<file path="src/rtl/vend_pkg.sv">
// Shared types for the vending machine and the payment terminal:
// state encoding, balance/cost widths and the saturating credit add.
package vend_pkg;

    localparam int BAL_W    = 6;
    localparam int COST_W   = 3;
    localparam int AMT_W    = 5;
    localparam int ID_W     = 2;
    localparam int NUM_ACCT = 4;

    typedef logic [BAL_W-1:0]  bal_t;
    typedef logic [COST_W-1:0] cost_t;
    typedef logic [AMT_W-1:0]  amt_t;
    typedef logic [ID_W-1:0]   acct_id_t;

    typedef enum logic [2:0] {
        IDLE,
        WAIT_COST,
        AUTH,
        APPROVE,
        DECLINE,
        DONE
    } state_t;

    // Credit add that clamps at the largest representable balance.
    function automatic bal_t sat_add(input bal_t bal, input amt_t amt);
        logic [BAL_W:0] sum;
        sum = {1'b0, bal} + (BAL_W + 1)'(amt);
        return sum[BAL_W] ? '1 : sum[BAL_W-1:0];
    endfunction

endpackage

</file>
<file path="src/rtl/payment_terminal_if.sv">
// Card/vending-machine side of the payment terminal; the terminal is the slave.
interface payment_terminal_if import vend_pkg::*; ();

    logic     card_in;
    acct_id_t card_id;
    cost_t    cost;
    logic     vend;
    logic     topup;
    acct_id_t topup_id;
    amt_t     topup_amt;
    logic     valid_tran;
    logic     declined;
    bal_t     balance;
    logic     busy;

    modport master (
        output card_in, card_id, cost, vend, topup, topup_id, topup_amt,
        input  valid_tran, declined, balance, busy
    );

    modport slave (
        input  card_in, card_id, cost, vend, topup, topup_id, topup_amt,
        output valid_tran, declined, balance, busy
    );

endinterface

</file>
<file path="src/rtl/account_bank.sv">
// Four account balances with a saturating top-up port, a debit port and
// one combinational read port.
module account_bank import vend_pkg::*; #(
    parameter int INIT_BAL = 20
) (
    input  logic     clk,
    input  logic     rst_n,
    input  acct_id_t rd_id,
    output bal_t     rd_bal,
    input  logic     topup_en,
    input  acct_id_t topup_id,
    input  amt_t     topup_amt,
    input  logic     debit_en,
    input  acct_id_t debit_id,
    input  cost_t    debit_amt
);

    bal_t bal_q [NUM_ACCT];
    bal_t bal_d [NUM_ACCT];

    // Debits are only issued after a bal >= cost check, so they cannot wrap.
    always_comb begin
        for (int i = 0; i < NUM_ACCT; i++) begin
            bal_d[i] = bal_q[i];
            if (topup_en && topup_id == ID_W'(i)) begin
                bal_d[i] = sat_add(bal_q[i], topup_amt);
            end else if (debit_en && debit_id == ID_W'(i)) begin
                bal_d[i] = bal_q[i] - BAL_W'(debit_amt);
            end
        end
    end

    always_ff @(posedge clk or negedge rst_n) begin
        if (!rst_n) begin
            for (int i = 0; i < NUM_ACCT; i++) begin
                bal_q[i] <= BAL_W'(INIT_BAL);
            end
        end else begin
            for (int i = 0; i < NUM_ACCT; i++) begin
                bal_q[i] <= bal_d[i];
            end
        end
    end

    assign rd_bal = bal_q[rd_id];

endmodule

</file>
<file path="src/rtl/payment_terminal.sv">
// Card payment terminal: latches the card account, authorises a vending price
// against the account balance and debits it once the machine dispenses.
module payment_terminal import vend_pkg::*; #(
    parameter int AUTH_LAT = 2,
    parameter int TIMEOUT  = 8,
    parameter int INIT_BAL = 20
) (
    input  logic                clk,
    input  logic                rst_n,
    payment_terminal_if.slave   bus
);

    localparam int WCW = $clog2(TIMEOUT + 1);

    state_t         state_q, state_d;
    acct_id_t       acct_q, acct_d;
    cost_t          cost_q, cost_d;
    logic [WCW-1:0] wait_q, wait_d;
    logic [1:0]     auth_q, auth_d;
    logic           valid_q, valid_d;
    logic           declined_q, declined_d;
    logic           busy_q, busy_d;
    logic           debit_en;
    bal_t           cur_bal;

    account_bank #(.INIT_BAL(INIT_BAL)) u_bank (
        .clk       (clk),
        .rst_n     (rst_n),
        .rd_id     (acct_q),
        .rd_bal    (cur_bal),
        .topup_en  (bus.topup && state_q == IDLE),
        .topup_id  (bus.topup_id),
        .topup_amt (bus.topup_amt),
        .debit_en  (debit_en),
        .debit_id  (acct_q),
        .debit_amt (cost_q)
    );

    always_comb begin
        state_d  = state_q;
        acct_d   = acct_q;
        cost_d   = cost_q;
        wait_d   = wait_q;
        auth_d   = auth_q;
        debit_en = 1'b0;

        case (state_q)
            IDLE: begin
                if (bus.card_in) begin
                    state_d = WAIT_COST;
                    acct_d  = bus.card_id;
                end
            end
            WAIT_COST: begin
                if (!bus.card_in) begin
                    state_d = IDLE;
                end else if (bus.cost != '0) begin
                    state_d = AUTH;
                    cost_d  = bus.cost;
                end else if (wait_q == WCW'(TIMEOUT - 1)) begin
                    state_d = IDLE;
                end else begin
                    wait_d = wait_q + 1'b1;
                end
            end
            AUTH: begin
                if (!bus.card_in) begin
                    state_d = IDLE;
                end else if (auth_q == 2'(AUTH_LAT - 1)) begin
                    state_d = (cur_bal >= BAL_W'(cost_q)) ? APPROVE : DECLINE;
                end else begin
                    auth_d = auth_q + 1'b1;
                end
            end
            // Card removal is ignored here: the machine may already be dispensing.
            APPROVE: begin
                if (bus.vend) begin
                    state_d  = DONE;
                    debit_en = 1'b1;
                end else if (wait_q == WCW'(TIMEOUT - 1)) begin
                    state_d = IDLE;
                end else begin
                    wait_d = wait_q + 1'b1;
                end
            end
            DECLINE, DONE: begin
                if (!bus.card_in) begin
                    state_d = IDLE;
                end
            end
            default: state_d = IDLE;
        endcase

        if (state_d != state_q) begin
            wait_d = '0;
            auth_d = '0;
        end

        valid_d    = (state_d == APPROVE);
        declined_d = (state_d == DECLINE);
        busy_d     = (state_d != IDLE);
    end

    always_ff @(posedge clk or negedge rst_n) begin
        if (!rst_n) begin
            state_q    <= IDLE;
            acct_q     <= '0;
            cost_q     <= '0;
            wait_q     <= '0;
            auth_q     <= '0;
            valid_q    <= 1'b0;
            declined_q <= 1'b0;
            busy_q     <= 1'b0;
        end else begin
            state_q    <= state_d;
            acct_q     <= acct_d;
            cost_q     <= cost_d;
            wait_q     <= wait_d;
            auth_q     <= auth_d;
            valid_q    <= valid_d;
            declined_q <= declined_d;
            busy_q     <= busy_d;
        end
    end

    assign bus.valid_tran = valid_q;
    assign bus.declined   = declined_q;
    assign bus.busy       = busy_q;
    assign bus.balance    = cur_bal;

endmodule

</file>
<file path="src/flat_wrapper.sv">
// flat-port wrapper written by rule: the top's interface ports become plain ports
module payment_terminal_flat import vend_pkg::*;
#(
    parameter int AUTH_LAT = 2,
    parameter int TIMEOUT  = 8,
    parameter int INIT_BAL = 20
)
  (clk, rst_n, bus_card_in, bus_card_id, bus_cost, bus_vend, bus_topup, bus_topup_id, bus_topup_amt, bus_valid_tran, bus_declined, bus_balance, bus_busy);
  payment_terminal_if bus_i ();
  input  logic clk;
  input  logic rst_n;
  input wire logic [$bits(bus_i.card_in)-1:0] bus_card_in;
  input wire logic [$bits(bus_i.card_id)-1:0] bus_card_id;
  input wire logic [$bits(bus_i.cost)-1:0] bus_cost;
  input wire logic [$bits(bus_i.vend)-1:0] bus_vend;
  input wire logic [$bits(bus_i.topup)-1:0] bus_topup;
  input wire logic [$bits(bus_i.topup_id)-1:0] bus_topup_id;
  input wire logic [$bits(bus_i.topup_amt)-1:0] bus_topup_amt;
  output wire logic [$bits(bus_i.valid_tran)-1:0] bus_valid_tran;
  output wire logic [$bits(bus_i.declined)-1:0] bus_declined;
  output wire logic [$bits(bus_i.balance)-1:0] bus_balance;
  output wire logic [$bits(bus_i.busy)-1:0] bus_busy;
  assign bus_i.card_in = bus_card_in;
  assign bus_i.card_id = bus_card_id;
  assign bus_i.cost = bus_cost;
  assign bus_i.vend = bus_vend;
  assign bus_i.topup = bus_topup;
  assign bus_i.topup_id = bus_topup_id;
  assign bus_i.topup_amt = bus_topup_amt;
  assign bus_valid_tran = bus_i.valid_tran;
  assign bus_declined = bus_i.declined;
  assign bus_balance = bus_i.balance;
  assign bus_busy = bus_i.busy;
  payment_terminal #(.AUTH_LAT(AUTH_LAT), .TIMEOUT(TIMEOUT), .INIT_BAL(INIT_BAL)) u_core (.clk(clk), .rst_n(rst_n), .bus(bus_i));
endmodule
</file>
<file path="config.mk">
export PLATFORM = sky130hd
export DESIGN_NAME = payment_terminal_flat
export DESIGN_NICKNAME = d
export VERILOG_FILES = /design/src/rtl/vend_pkg.sv /design/src/rtl/payment_terminal_if.sv /design/src/rtl/account_bank.sv /design/src/rtl/payment_terminal.sv /design/src/flat_wrapper.sv
export SDC_FILE = /design/constraint.sdc
export NUM_CORES = 1
export LEC_CHECK = 0
export CORE_MARGIN = 2
export CORE_UTILIZATION = 36
export CTS_CLUSTER_SIZE = 10
export DETAILED_ROUTE_END_ITERATION = 8
export GPL_TIMING_DRIVEN = 1
export SLEW_MARGIN = 15
export SYNTH_ARGS = -nofsm -noshare
export SYNTH_HDL_FRONTEND = slang
export SYNTH_SLANG_ARGS = --single-unit
</file>
<file path="constraint.sdc">
create_clock -name clk -period 3.69 [get_ports clk]
set_input_delay 0.369 -clock clk [delete_from_list [all_inputs] [get_ports clk]]
set_output_delay 0.369 -clock clk [all_outputs]
set_load 0.005 [all_outputs]
</file>
Word level (Yosys, flattened, before mapping):

Index checks and enable logic that the tools add are counted.

* bits in registers: 41
* input port bits: 17
* output and inout port bits: 9
* word-level logic and storage cells: 108

* add/sub/neg operators: 10
* magnitude comparators: 2
* eq/ne operators: 20
* mux-type cells: 37
* bitwise gates (word level): 1
* reductions and logical operators: 26

Operator list (count)
* $mux 6: 14
* $add 6x5->7: 4
* $mux 3: 9
* $sub 6x3->6: 4
* $mux 4: 5
* $pmux 3 s5: 1
* $bmux 6 s2: 1
* $reduce_bool 2->1: 6
* $eq 3x2->1 const B: 3
* $eq 3x3->1 const B: 3
* $logic_and 1x1->1: 9
* $reduce_bool 3->1: 3
* $eq 2x2->1 const B: 4
* $mux 2: 4
* $pmux 4 s2: 1
* $eq 2x1->1 const B: 3
* $ge 6x3->1: 1
* $ne 3x2->1 const B: 2
* $reduce_and 3->1: 2
* $add 4x1->4 const B: 1
* $eq 4x3->1 const B: 1
* $logic_not 2->1: 2
* $reduce_and 4->1: 1
* $eq 3x1->1 const B: 1
* 10 further kinds: 11

Longest topological paths before layout:

* depth in word-level cells: 12
* depth in mapped cells: 10
* gate-level depth less buffers: 8

Hierarchy:

From an unflattened synthesis, not the netlist that was laid out.

* cells, all modules: 395
* area total of the unflattened synthesis: 3628.5 um2

Modules (own cells, without submodules)
* account_bank: times used 1, cells each 290, area each 2575.0 um2, sequential area each 610.6 um2
* payment_terminal: times used 1, cells each 105, area each 1053.5 um2, sequential area each 425.4 um2

Worst setup path after synthesis:

Ideal clock, no wire load.

* path type: reg-to-reg
* from: reg u_core.acct_q[0]
* to: reg u_core.busy_q, in the netlist u_core.bus.busy
* library setup time: 131 ps
* data arrival time: 3026 ps
* data required time: 3559 ps
* slack: 533 ps
* cell stages (with the launch flop): 11
* buffers on the path: 2
* clock period less this slack: 3157 ps
* path through: dfrtp_1 > buf_2 > buf_2 > mux4_2 > inv_1 > ha_1 > or3b_2 > a2111oi_4 > a21oi_1 > or2_1 > or3_1

* longest elaborated chain between the ends: 10

RTL lines
* from (decl): RTL line payment_terminal.sv:16 `acct_id_t acct_q, acct_d;`
* from (signal assigned): RTL line payment_terminal.sv:116 `acct_q <= acct_d;`
* $not 2->3 (implied by the code): RTL line account_bank.sv:45 `assign rd_bal = bal_q[rd_id];`
* $bmux 6 s2: RTL line account_bank.sv:45
* $mux 6 (implied by the code) (2 in a row): RTL line account_bank.sv:45
* net bus_balance[0]: RTL line flat_wrapper.sv:21 `output wire logic [$bits(bus_i.balance)-1:0] bus_balance;`
* $ge 6x3->1: RTL line payment_terminal.sv:70 `state_d = (cur_bal >= BAL_W'(cost_q)) ? APPROVE : DECLINE;`
* $mux 3: RTL line payment_terminal.sv:70
* $mux 3: RTL line payment_terminal.sv:69 `end else if (auth_q == 2'(AUTH_LAT - 1)) begin`
* $mux 3: RTL line payment_terminal.sv:67 `if (!bus.card_in) begin`
* $pmux 3 s5: RTL line payment_terminal.sv:47 `case (state_q)`
* net u_core.state_d[1]: RTL line payment_terminal.sv:15 `state_t state_q, state_d;`
* $reduce_bool 3->1: RTL line payment_terminal.sv:101 `busy_d = (state_d != IDLE);`
* net u_core.busy_d: RTL line payment_terminal.sv:22 `logic busy_q, busy_d;`
* to (signal assigned): RTL line payment_terminal.sv:122 `busy_q <= busy_d;`
* to (decl): RTL line payment_terminal.sv:22

The timed path passes the listed nets, and every way through them passes these cells. The select of a mux whose other input is x is not followed.
A chain may end at the register's enable or synchronous reset.

Final worst setup path:

* from: reg u_core.acct_q[0]
* to: reg u_core.busy_q, in the netlist u_core.bus.busy

* longest elaborated chain between the ends: 10

RTL lines (RTL line)
* $not 2->3 (implied by the code): account_bank.sv:45
* $bmux 6 s2: account_bank.sv:45
* $mux 6 (implied by the code) (2 in a row): account_bank.sv:45
* $ge 6x3->1: payment_terminal.sv:70
* $mux 3: payment_terminal.sv:70
* $mux 3: payment_terminal.sv:69
* $mux 3: payment_terminal.sv:67
* $pmux 3 s5: payment_terminal.sv:47
* net u_core.state_d[1]: payment_terminal.sv:15
* $reduce_bool 3->1: payment_terminal.sv:101
* net u_core.busy_d: payment_terminal.sv:22

The timed path passes the listed nets, and every way through them passes these cells. The select of a mux whose other input is x is not followed.

==> flow_summary_export.csv <==
group,metric,value,unit
timing,tightest_slew,1.02,ns
timing,final.min_clock_period,3.17,ns
routing,via_count,3111,
power,internal_power,1.68,mW
die,fp.dieH,105,um
worst_setup_path,crit_chain,"mux4_2 -> inv_1 -> ha_1 -> or3b_2 -> a2111oi_4 -> a21oi_1 -> or2_1 -> or3_1",
routing,drt_iter0_drc,237,
logic_synthesis,syn-instance-count,392,
cts,clkSinkCount,41,
placement,place_hpwl,7240,um
logic_synthesis,synthFlopType,"dfrtp_1",
timing,max_clock_freq,0.316,GHz
hold_path,min_path_type,"in2async",
power,p_per_area,751,mW/mm^2
cts,cts_buffer_depth,2,
logic_synthesis,yosysWarnings,0,
logic_synthesis,syn_nets,454,
placement,dp.cells,543,
cts,cts_buffers,5,
global_routing,grt.overflow.total,0,
worst_setup_path,crit_arrival,3.34,ns
cts,cts_root_buf,"clkbuf_8",
cts,path_clk_slew,0.09,ns
cts,post_cts_buffers,0,
global_routing,grt_pass1_vias,3164,
timing,hold_viol,0,
timing,finalSetupViolCount,0,
cts,cts_resized,0,
global_routing,grt_max_degree,42,
worst_setup_path,crit_required,3.87,ns
die,start_util,37.4,%
die,coreArea,0.00982,mm^2
cts,cts_tree,"done",
die,dieArea,0.0110,mm^2
final_layout,final_net_count,479,
worst_setup_path,cp_top_family,"simple AND/OR/NAND/NOR gates",
run_status,status,"completed",
final_layout,ff_latch_area,0.00104,mm^2
placement,gp_congestion,0.844,
routing,postRouteAntennaNets,0,
global_routing,grt.total_usage,18.4,%
power,switching_share,46.0,%
routing,avgViaCountPerCell,5.65,
final_layout,fill_cells,996,
cts,clock_latency,0.30,ns
final_layout,drive_above_1_share,8.61,%
logic_synthesis,synth_edf_count,0,
die,chipWidth,105,um
logic_synthesis,synth_seq_area_share,28.2,%
logic_synthesis,synth-async-reset-ratio,100,%
final_layout,area_growth,12.6,%
worst_setup_path,start_kind,"register",
timing,rsz0062_at_grt,"false",
die,rows,36,
placement,io_buffers,25,
global_routing,antenna_found_initial,0,
power,p_comb_share,60.7,%
power,cellLeakagePower,1.71,nW
power,peakVddDrop,0.341,mV
power,pwr-share-clk,10.1,%
timing,skew,0.00577,ns
logic_synthesis,ys_ff_latch,41,
logic_synthesis,syn_area,0.00367,mm^2
routing,wl_per_cell,17.3,um
worst_setup_path,crit_path_max_incr_delay,0.57,ns
routing,drcViolationCount,0,
cts,ctsHoldBuffers,0,
timing,fin_crit_sh,85.8,%
final_layout,final_cells,551,
power,seqPwrFrac,29.2,%
worst_setup_path,cp-end-kind,"register",
job,max_cap_viol_count,0,
worst_setup_path,crit_buf_inv,1,
routing,drtPass1Iterations,4,
worst_setup_path,cp_max_fo,7,
logic_synthesis,yosysUniqueCellTypes,61,
final_layout,diodes,0,
final_layout,multi_input_area,0.00249,mm^2
worst_setup_path,crit_path_top_delay_cell,"mux4_2",
timing,slew_headroom,32.2,%
global_routing,grt_pass1_wl,16100,um
power,power,3.10,mW
logic_synthesis,synth_area_per_cell,9.37,um^2
timing,tns,0,ns
die,ioPinCount,26,
cts,clock_tree.htree_level_count,2,
worst_setup_path,crit_type,"reg2reg",
routing,drt-total-wl,9550,um
power,p_switching,1.43,mW
timing,maxSlewViolCount,0,
final timing paths:
| check | start | end | slack, ns | cells after the start |
|---|---|---|---|---|
| min | rst_n | u_core.u_bank.bal_q[15] | 0.24 | 1 |
| max in group asynchronous | rst_n | u_core.bus.valid_tran | 2.83 | 1 |
| max | u_core.acct_q[0] | u_core.bus.busy | 0.52 | 8 |
| max reg2reg | u_core.acct_q[0] | u_core.bus.busy | 0.52 | 8 |
| min reg2reg | u_core.cost_q[2] | u_core.cost_q[2] | 0.51 | 1 |
| min in group clk | u_core.cost_q[2] | u_core.cost_q[2] | 0.51 | 1 |
layout by cell type (no fill, tap or decap), drive strengths merged, types with 12 or more instances in the layout:
| cell type | netlist | layout |
|---|---|---|
| a21o | 12 | 12 |
| a21oi | 26 | 26 |
| clkdlybuf4s50 | 0 | 24 |
| dfrtp | 33 | 33 |
| ha | 37 | 37 |
| inv | 26 | 26 |
| nand2 | 22 | 22 |
| nand3 | 14 | 14 |
| nor2 | 29 | 29 |
| o21ai | 21 | 21 |
| xnor2 | 12 | 12 |
worst register-to-register path: cells and delay by family (launching register included):
family | cells | cell delay (ns)
simple gates | 3 | 1.16
compound gates | 2 | 0.48
buf+inv | 1 | 0.08
fa+ha+maj | 1 | 0.22
flops | 1 | 0.53
mux | 1 | 0.57
cell type report:
cell class | count | area share, %
clock buffer | 6 | 1.75
clock inverter | 2 | 0.363
inverter | 26 | 2.36
multi-input combinational | 316 | 60.2
sequential | 41 | 25.0
tap | 133 | 4.02
timing repair buffer | 27 | 6.29
logic make-up (layout without fill, tap and decap cells):
kind of cell               count (synthesis)  count (layout)  share of synthesized area (%)
and+or+nand+nor                          132             132                           20.1
xor gates and xnor gates                  20              20                           4.77
buffers and inverters                     35              61                           4.02
AOI/OAI and AO/OA                        109             109                           21.1
DFF                                       41              41                           28.2
muxes                                     10              10                           4.91
adders and majority gates                 45              45                           17.0
cell usage after synthesis, drive strengths merged (6+ instances only):
library cell,instances,area [um^2]
nor2b,7,43.8
a21oi,26,130
o211ai,6,45.0
nand2b,9,56.3
xor2,8,70.1
o21ai,21,105
inv,26,97.6
nor3,8,40.0
and2,7,43.8
fa,8,160
nor2,29,109
nand3,14,75.1
dfrtp,33,826
mux4,6,135
dfstp,8,210
a21o,12,90.1
xnor2,12,105
ha,37,463
buf,7,42.5
nand2,22,82.6
power by group through the flow:
stage | Combinational (mW) | Clock (mW) | Sequential [mW]
floorplan | 1.47 | 0 | 0.770
global placement | 1.83 | 0 | 0.905
detailed placement | 1.87 | 0 | 0.910
CTS | 1.89 | 0.324 | 0.902
global route | 2.15 | 0.336 | 0.936
finish | 1.89 | 0.312 | 0.907
stage by stage:
step	worst slack, ns	area (um^2)	utilization [%]	hold WS (ns)
2_1_floorplan	0.533	3670	-	0.0734
3_3_place_gp	0.617	4050	41.2	0.496
3_5_place_dp	0.553	4050	41.2	0.502
4_1_cts	0.525	4140	42.1	0.260
5_1_grt	0.368	4140	42.1	0.326
6_report	0.525	4140	42.1	0.237
metal layers:
metal  wire length (um)  vias to the layer above  global-route usage (%)
li1                   -                     1509                       -
met1               4600                     1504                    25.2
met2               4200                       77                    29.1
met3                480                       21                    2.68
met4                265                        0                    7.24
met5                  0                        -                       0
sequential cells by signal (all words and copies together) (netlist names):
register / flops
u_core.state_q: 3
u_core.bus.valid_tran: 1
u_core.bus.declined: 1
u_core.auth_q: 2
u_core.u_bank.bal_q: 24
u_core.acct_q: 2
u_core.cost_q: 3
u_core.bus.busy: 1
u_core.wait_q: 4
Power figures use the tool's default switching activity.
